## src/rtl/stp_coeff_writer.sv

```systemverilog
// rtl/stp_coeff_writer.sv - store-polynomial writer: copies N+1 coefficients into S slot A, then records N
module stp_coeff_writer #(
    parameter int BUFFER_SIZE = 1024,
    parameter int MAX_DEGREE  = 10,
    parameter int AW          = $clog2(BUFFER_SIZE)
) (
    input  logic          i_clk,
    input  logic          i_rst,
    input  logic          i_start_stp,
    input  logic [2:0]    i_A,
    input  logic [4:0]    i_N,
    input  logic [AW-1:0] i_rd_addr_data,
    input  logic [15:0]   i_data_in,
    output logic          o_en_rd_data,
    output logic [AW-1:0] o_rd_addr_data_updated,
    output logic          o_en_wr_S,
    output logic [6:0]    o_wr_addr_S,
    output logic [15:0]   o_wr_data_S,
    output logic          o_en_wr_N,
    output logic [2:0]    o_wr_addr_N,
    output logic [4:0]    o_wr_data_N,
    output logic          o_done_stp,
    output logic [31:0]   o_status
);

    localparam int IW = $clog2(MAX_DEGREE + 1);

    typedef enum logic [2:0] {
        S_IDLE, S_CHECK_N, S_RD_COEFF, S_WR_COEFF, S_WR_N, S_ERROR, S_END
    } state_t;

    state_t          r_state;
    state_t          w_next;
    logic [2:0]      r_a;
    logic [4:0]      r_n;
    logic [IW-1:0]   r_i;
    logic [AW-1:0]   r_ptr;
    logic [31:0]     r_status;
    logic            w_last;
    logic            w_bad;
    logic            w_wr_s;
    logic [6:0]      w_slot_base;

    assign w_last      = (5'(r_i) == r_n);
    assign w_bad       = (r_n > 5'(MAX_DEGREE));
    assign w_slot_base = 7'(r_a) * 7'(MAX_DEGREE + 1);
    assign w_wr_s      = (r_state == S_WR_COEFF);

    // State register; reset aborts any operation immediately
    always_ff @(posedge i_clk or negedge i_rst) begin
        if (!i_rst) r_state <= S_IDLE;
        else        r_state <= w_next;
    end

    // Next-state decode; start is only honoured in IDLE
    always_comb begin
        w_next = r_state;
        case (r_state)
            S_IDLE:     if (i_start_stp) w_next = S_CHECK_N;
            S_CHECK_N:  w_next = w_bad ? S_ERROR : S_RD_COEFF;
            S_RD_COEFF: w_next = S_WR_COEFF;
            S_WR_COEFF: w_next = w_last ? S_WR_N : S_RD_COEFF;
            S_WR_N:     w_next = S_END;
            S_ERROR:    w_next = S_END;
            S_END:      w_next = S_IDLE;
            default:    w_next = S_IDLE;
        endcase
    end

    // Operand latch, coefficient index, buffer pointer and status
    always_ff @(posedge i_clk or negedge i_rst) begin
        if (!i_rst) begin
            r_a      <= '0;
            r_n      <= '0;
            r_i      <= '0;
            r_ptr    <= '0;
            r_status <= 32'hFFFF_FFFF;
        end else begin
            case (r_state)
                S_IDLE: begin
                    if (i_start_stp) begin
                        r_a      <= i_A;
                        r_n      <= i_N;
                        r_i      <= '0;
                        r_ptr    <= i_rd_addr_data;
                        r_status <= 32'hFFFF_FFFF;
                    end
                end
                S_RD_COEFF: begin
                    r_ptr <= (r_ptr == AW'(BUFFER_SIZE - 1)) ? '0 : r_ptr + 1'b1;
                end
                S_WR_COEFF: begin
                    if (!w_last) r_i <= r_i + 1'b1;
                end
                S_WR_N:  r_status <= 32'd0;
                S_ERROR: r_status <= 32'd2;
                default: ;
            endcase
        end
    end

    assign o_en_rd_data           = (r_state == S_RD_COEFF);
    assign o_rd_addr_data_updated = r_ptr;
    assign o_en_wr_S              = w_wr_s;
    assign o_wr_addr_S            = w_slot_base + 7'(r_i);
    assign o_wr_data_S            = w_wr_s ? i_data_in : 16'd0;
    assign o_en_wr_N              = (r_state == S_WR_N);
    assign o_wr_addr_N            = r_a;
    assign o_wr_data_N            = r_n;
    assign o_done_stp             = (r_state == S_END);
    assign o_status               = r_status;

endmodule
```

## config.mk

```make
export PLATFORM = sky130hd
export DESIGN_NAME = stp_coeff_writer
export DESIGN_NICKNAME = d
export VERILOG_FILES = /design/src/rtl/stp_coeff_writer.sv
export SDC_FILE = /design/constraint.sdc
export NUM_CORES = 1
export LEC_CHECK = 0
export BUFFER_PORTS_ARGS = -buffer_cell sky130_fd_sc_hd__clkbuf_2
export CORE_ASPECT_RATIO = 0.9
export CORE_MARGIN = 2
export CORE_UTILIZATION = 45
export CTS_CLUSTER_DIAMETER = 120
export CTS_CLUSTER_SIZE = 16
export DETAILED_ROUTE_END_ITERATION = 8
export GPL_ROUTABILITY_DRIVEN = 0
export GPL_TIMING_DRIVEN = 0
export PLACE_DENSITY = 0.84
export SYNTH_ARGS = -nofsm -noshare
export SYNTH_HDL_FRONTEND = slang
export SYNTH_SLANG_ARGS = --single-unit
```

## constraint.sdc

```tcl
create_clock -name i_clk -period 3.39 [get_ports i_clk]
set_input_delay 0.678 -clock i_clk [delete_from_list [all_inputs] [get_ports i_clk]]
set_output_delay 0.678 -clock i_clk [all_outputs]
set_load 0.02 [all_outputs]
```

==> flow_results.org <==
** Run status
- The flow ran to the end, and the final reports show no timing, DRC or antenna violations.

** Route
- After detailed routing, the average wire length per cell comes to 12.6 um.
- In this run, the number of DRC markers left after iteration 0 of detailed routing was 98.
- Total wire length :: 5.40 mm
- In the routed design, unresolved DRC markers number 0.
- Once detail routing completed, the nets flagged for antenna violations numbered 0.
- DR vias :: 2153
- DR pass1 iterations :: 4
- Vias per std cell :: 5.04

** STA
- In this run the tightest slew margin relative to its limit is 0.536.
- Minimum hold slack :: 0.429 ns
- Period utilization :: 0.960
- Count of endpoints failing setup in the final report :: 0
- For the final database, setup skew stands at 0.00242 ns.
- Total Neg Setup Slack :: 0 ns
- Fin crit period :: 3.25 ns
- Setup repair after global routing left no endpoint under its margin.
- Fmax :: 307 MHz
- The final hold violation count came to 0.
- Fin. max-slew vios :: 0
- Least-Margin Pin Slew :: 0.696 ns

** Power and ir drop
- Worst IR Drop VDD :: 709 uV
- Leakage component of the power :: 1.57 nW
- Dividing total power by cell area gives a power density of 1200 nW/um^2.

** Synth
- Of all flip-flops after synthesis, the portion carrying an async set or reset was 1.00.
- The share of synthesized area in the top cell type comes to 0.296.
- The average instance in the mapped netlist occupies 8.70 sq um.
- Count of distinct cell types in the synthesized netlist :: 48
- The share of the Yosys chip area taken by registers is 0.321.
- Nets in the synthesized netlist :: 296
- Synthesized flop and latch total :: 27
- Yosys warns :: 0
- EDFF count, synth :: 0
- After synthesis, the cell types taking the most area are dfrtp_1 30%, buf_4 11%, ha_1 7.7%, nand2_1 5.7%, and2_1 5.0%.
- Largest area contributor in the netlist :: dfrtp_1
- The cell area that synthesis handed to floorplanning was 2110 sq um.
- The most used flip-flop cell after synthesis is dfrtp_1.
- Synthesized netlist cell count :: 243

** Floorplan
- Die outline width :: 76.2 um
- Die Footprint :: 5260 sq um
- Die H :: 69.0 um
- For this configuration, the core starts out at a cell density of 0.471.
- Row Count :: 23
- The total area inside the core boundary comes to 4490 sq um.
- Total I/O pin count :: 114

** Clock tree
- Clock transition time at the flip-flop clock pins of the worst setup and hold paths :: 0.09 ns
- CTS built an H-tree with a depth of 1.
- In this run, CTS created clock tree buffers numbering 3.
- Clock sink count :: 27
- No sink is reached through more buffers than the 2 on the longest clock path.
- Clock tree from TritonCTS :: built
- Clock latency on the worst-skew pair :: 0.27 ns
- Clock tree root buffer cell :: clkbuf_8

** Setup path
- STA puts the critical path data required time at 2.71 ns.
- Measured in cells, the most critical reg-to-reg path has a length of 5.
- Arrival time reported for the critical path endpoint :: 2.58 ns
- The worst setup path is captured at a primary output.
- STA classifies the critical path startpoint as a register.
- Worst-path fanout max :: 4
- Classification of the worst setup path :: register to primary output

** Place
- Detailed placement ended at an HPWL of 4.16 mm.
- Buffers placed on the I/O ports in this run total 113.
- Placed Cells incl. Taps :: 418
- Placed inst area :: 2760 sq um

** Global route
- First-pass GRT wire length :: 8.95 mm
- Largest net degree at the start of global routing :: 33
- The number of global-route vias before repair is 2040.
- The number of antenna violations at the first check in global routing was 0.
- For this run the aggregate overflow at the end of global routing stands at 0.
- Aggregate global-route resource usage :: 0.203

** Cells and area
- Count of inserted antenna diode cells :: 0
- The finished layout holds 427 standard cells, fillers aside.
- The finished cells cover 2880 sq um.
- Compared with the post-synthesis result, the final layout area differs by 36.2%.
- After filler insertion, the fill cell instance count of the layout stands at 382.
- After the last flow step, the layout net total stands at 419.
- Share of layout cells above drive strength 1 :: 0.466
- Multi-input gate area in the final layout :: 1140 sq um
- At the end of the flow the core is filled with cells to 0.641.
- Registers take 681 sq um.

** Min path
- The path class of the tightest hold or removal check is input port to async pin.

** Job
- Max Cap Viol :: 0
[placed cells by master, fill, tap and decap left out, types with 4 or more instances in the layout]
cell | netlist | layout
clkbuf_2 | 0 | 112
buf_4 | 30 | 36
nand2_1 | 32 | 32
dfrtp_1 | 25 | 23
and2_1 | 17 | 17
inv_1 | 15 | 15
o21ai_0 | 13 | 13
ha_1 | 13 | 10
a21oi_1 | 10 | 9
nor2_1 | 8 | 8
clkbuf_1 | 4 | 5
nand3_1 | 5 | 5
buf_2 | 4 | 4
xnor2_1 | 4 | 4
nor3_1 | 4 | 4
nand2b_1 | 4 | 4
[cells by family (layout without fill, tap and decap cells)]
kind of cell,count (synthesis),in the layout,synth area share
buffers and inverters,55,177,0.157
DFF,27,27,0.321
muxes,2,2,0.00947
AOI/OAI and AO/OA,48,48,0.152
xor gates and xnor gates,4,4,0.0166
and+or+nand+nor,91,91,0.239
adders and majority gates,16,16,0.105
[routing by layer]
layer / share of wire / up-vias / track usage / wire (um)
met5: 0 / - / 0 / 0
met4: 0.012 / 0 / 0.0465 / 64
met3: 0.085 / 8 / 0.0445 / 458
met2: 0.46 / 107 / 0.368 / 2510
met1: 0.44 / 979 / 0.246 / 2370
li1: - / 1059 / - / -
[report_power, final]
| group | internal, mW | switching [mW] |
|---|---|---|
| registers | 0.481 | 0.233 |
| clock network | 0.0843 | 0.103 |
| logic | 1.06 | 1.49 |
[sequential cells by signal (all words and copies together), names as in the netlist]
| name | flops |
|---|---|
| o_rd_addr_data_updated | 10 |
| o_status | 2 |
| o_wr_addr_N | 3 |
| o_wr_data_N | 5 |
| r_i | 4 |
| r_state | 3 |
[Yosys cell counts (all sizes together) (2+ instances only)]
library cell   n
nor3           5
a221o          3
nor4           2
nor3b          2
o31ai          3
a211oi         3
nand3b         2
nand3          5
mux2i          2
a311oi         2
nand4          2
nor2           8
xnor2          4
a21o           2
dfrtp         25
clkbuf         4
and3           2
a21oi         10
and2          17
fa             3
nand2b         4
or3b           3
or4            2
dfstp          2
o21bai         2
inv           16
o22ai          2
buf           35
nand2         33
o2111ai        2
ha            13
o21ai         13
[critical path: stages (launching register included)]
cell and delay [ns]:
dfrtp_2 0.46, ha_1 0.30, inv_1 0.05, fa_1 0.50, inv_1 0.04, ha_1 0.33, a21o_1 0.19, a21oi_2 0.15
xnor2_1 0.13, buf_4 0.16
[layout make-up]
class | instances | share of cell area
plain buffers | 39 | 0.0943
clock buffers | 4 | 0.0157
inverters | 16 | 0.0209
multi-input cells | 161 | 0.395
flip-flops and latches | 27 | 0.237
well taps | 62 | 0.0270
repair buffers | 118 | 0.210
[through the flow]
step / power [mW] / setup slack (ns)
detailed placement: 3.16 / 0.303
finish: 3.45 / 0.136
CTS: 3.37 / 0.00842
global route: 3.73 / 0.00227
global placement: 3.09 / 0.345
floorplan: 2.45 / 0.264
[final timing paths]
kind / startpoint / end / slack (ns)
max reg2reg: o_rd_addr_data_updated[0] / o_rd_addr_data_updated[5] / 1.36
min: i_rst / o_rd_addr_data_updated[8] / 0.43
min in group i_clk: o_status[1] / o_status[1] / 0.48
min reg2reg: o_status[1] / o_status[1] / 0.48
max in group asynchronous: i_rst / o_wr_addr_N[0] / 2.47
max: o_wr_addr_N[0] / o_wr_addr_S[5] / 0.14
[what timing repair did]
item,CTS,global route
hold buffers,0,0
gates resized for setup,0,9
cloned,0,0
buffers inserted,2,3
pin swaps,0,3
setup endpoints to repair,1,1
Power figures use the tool's default switching activity.
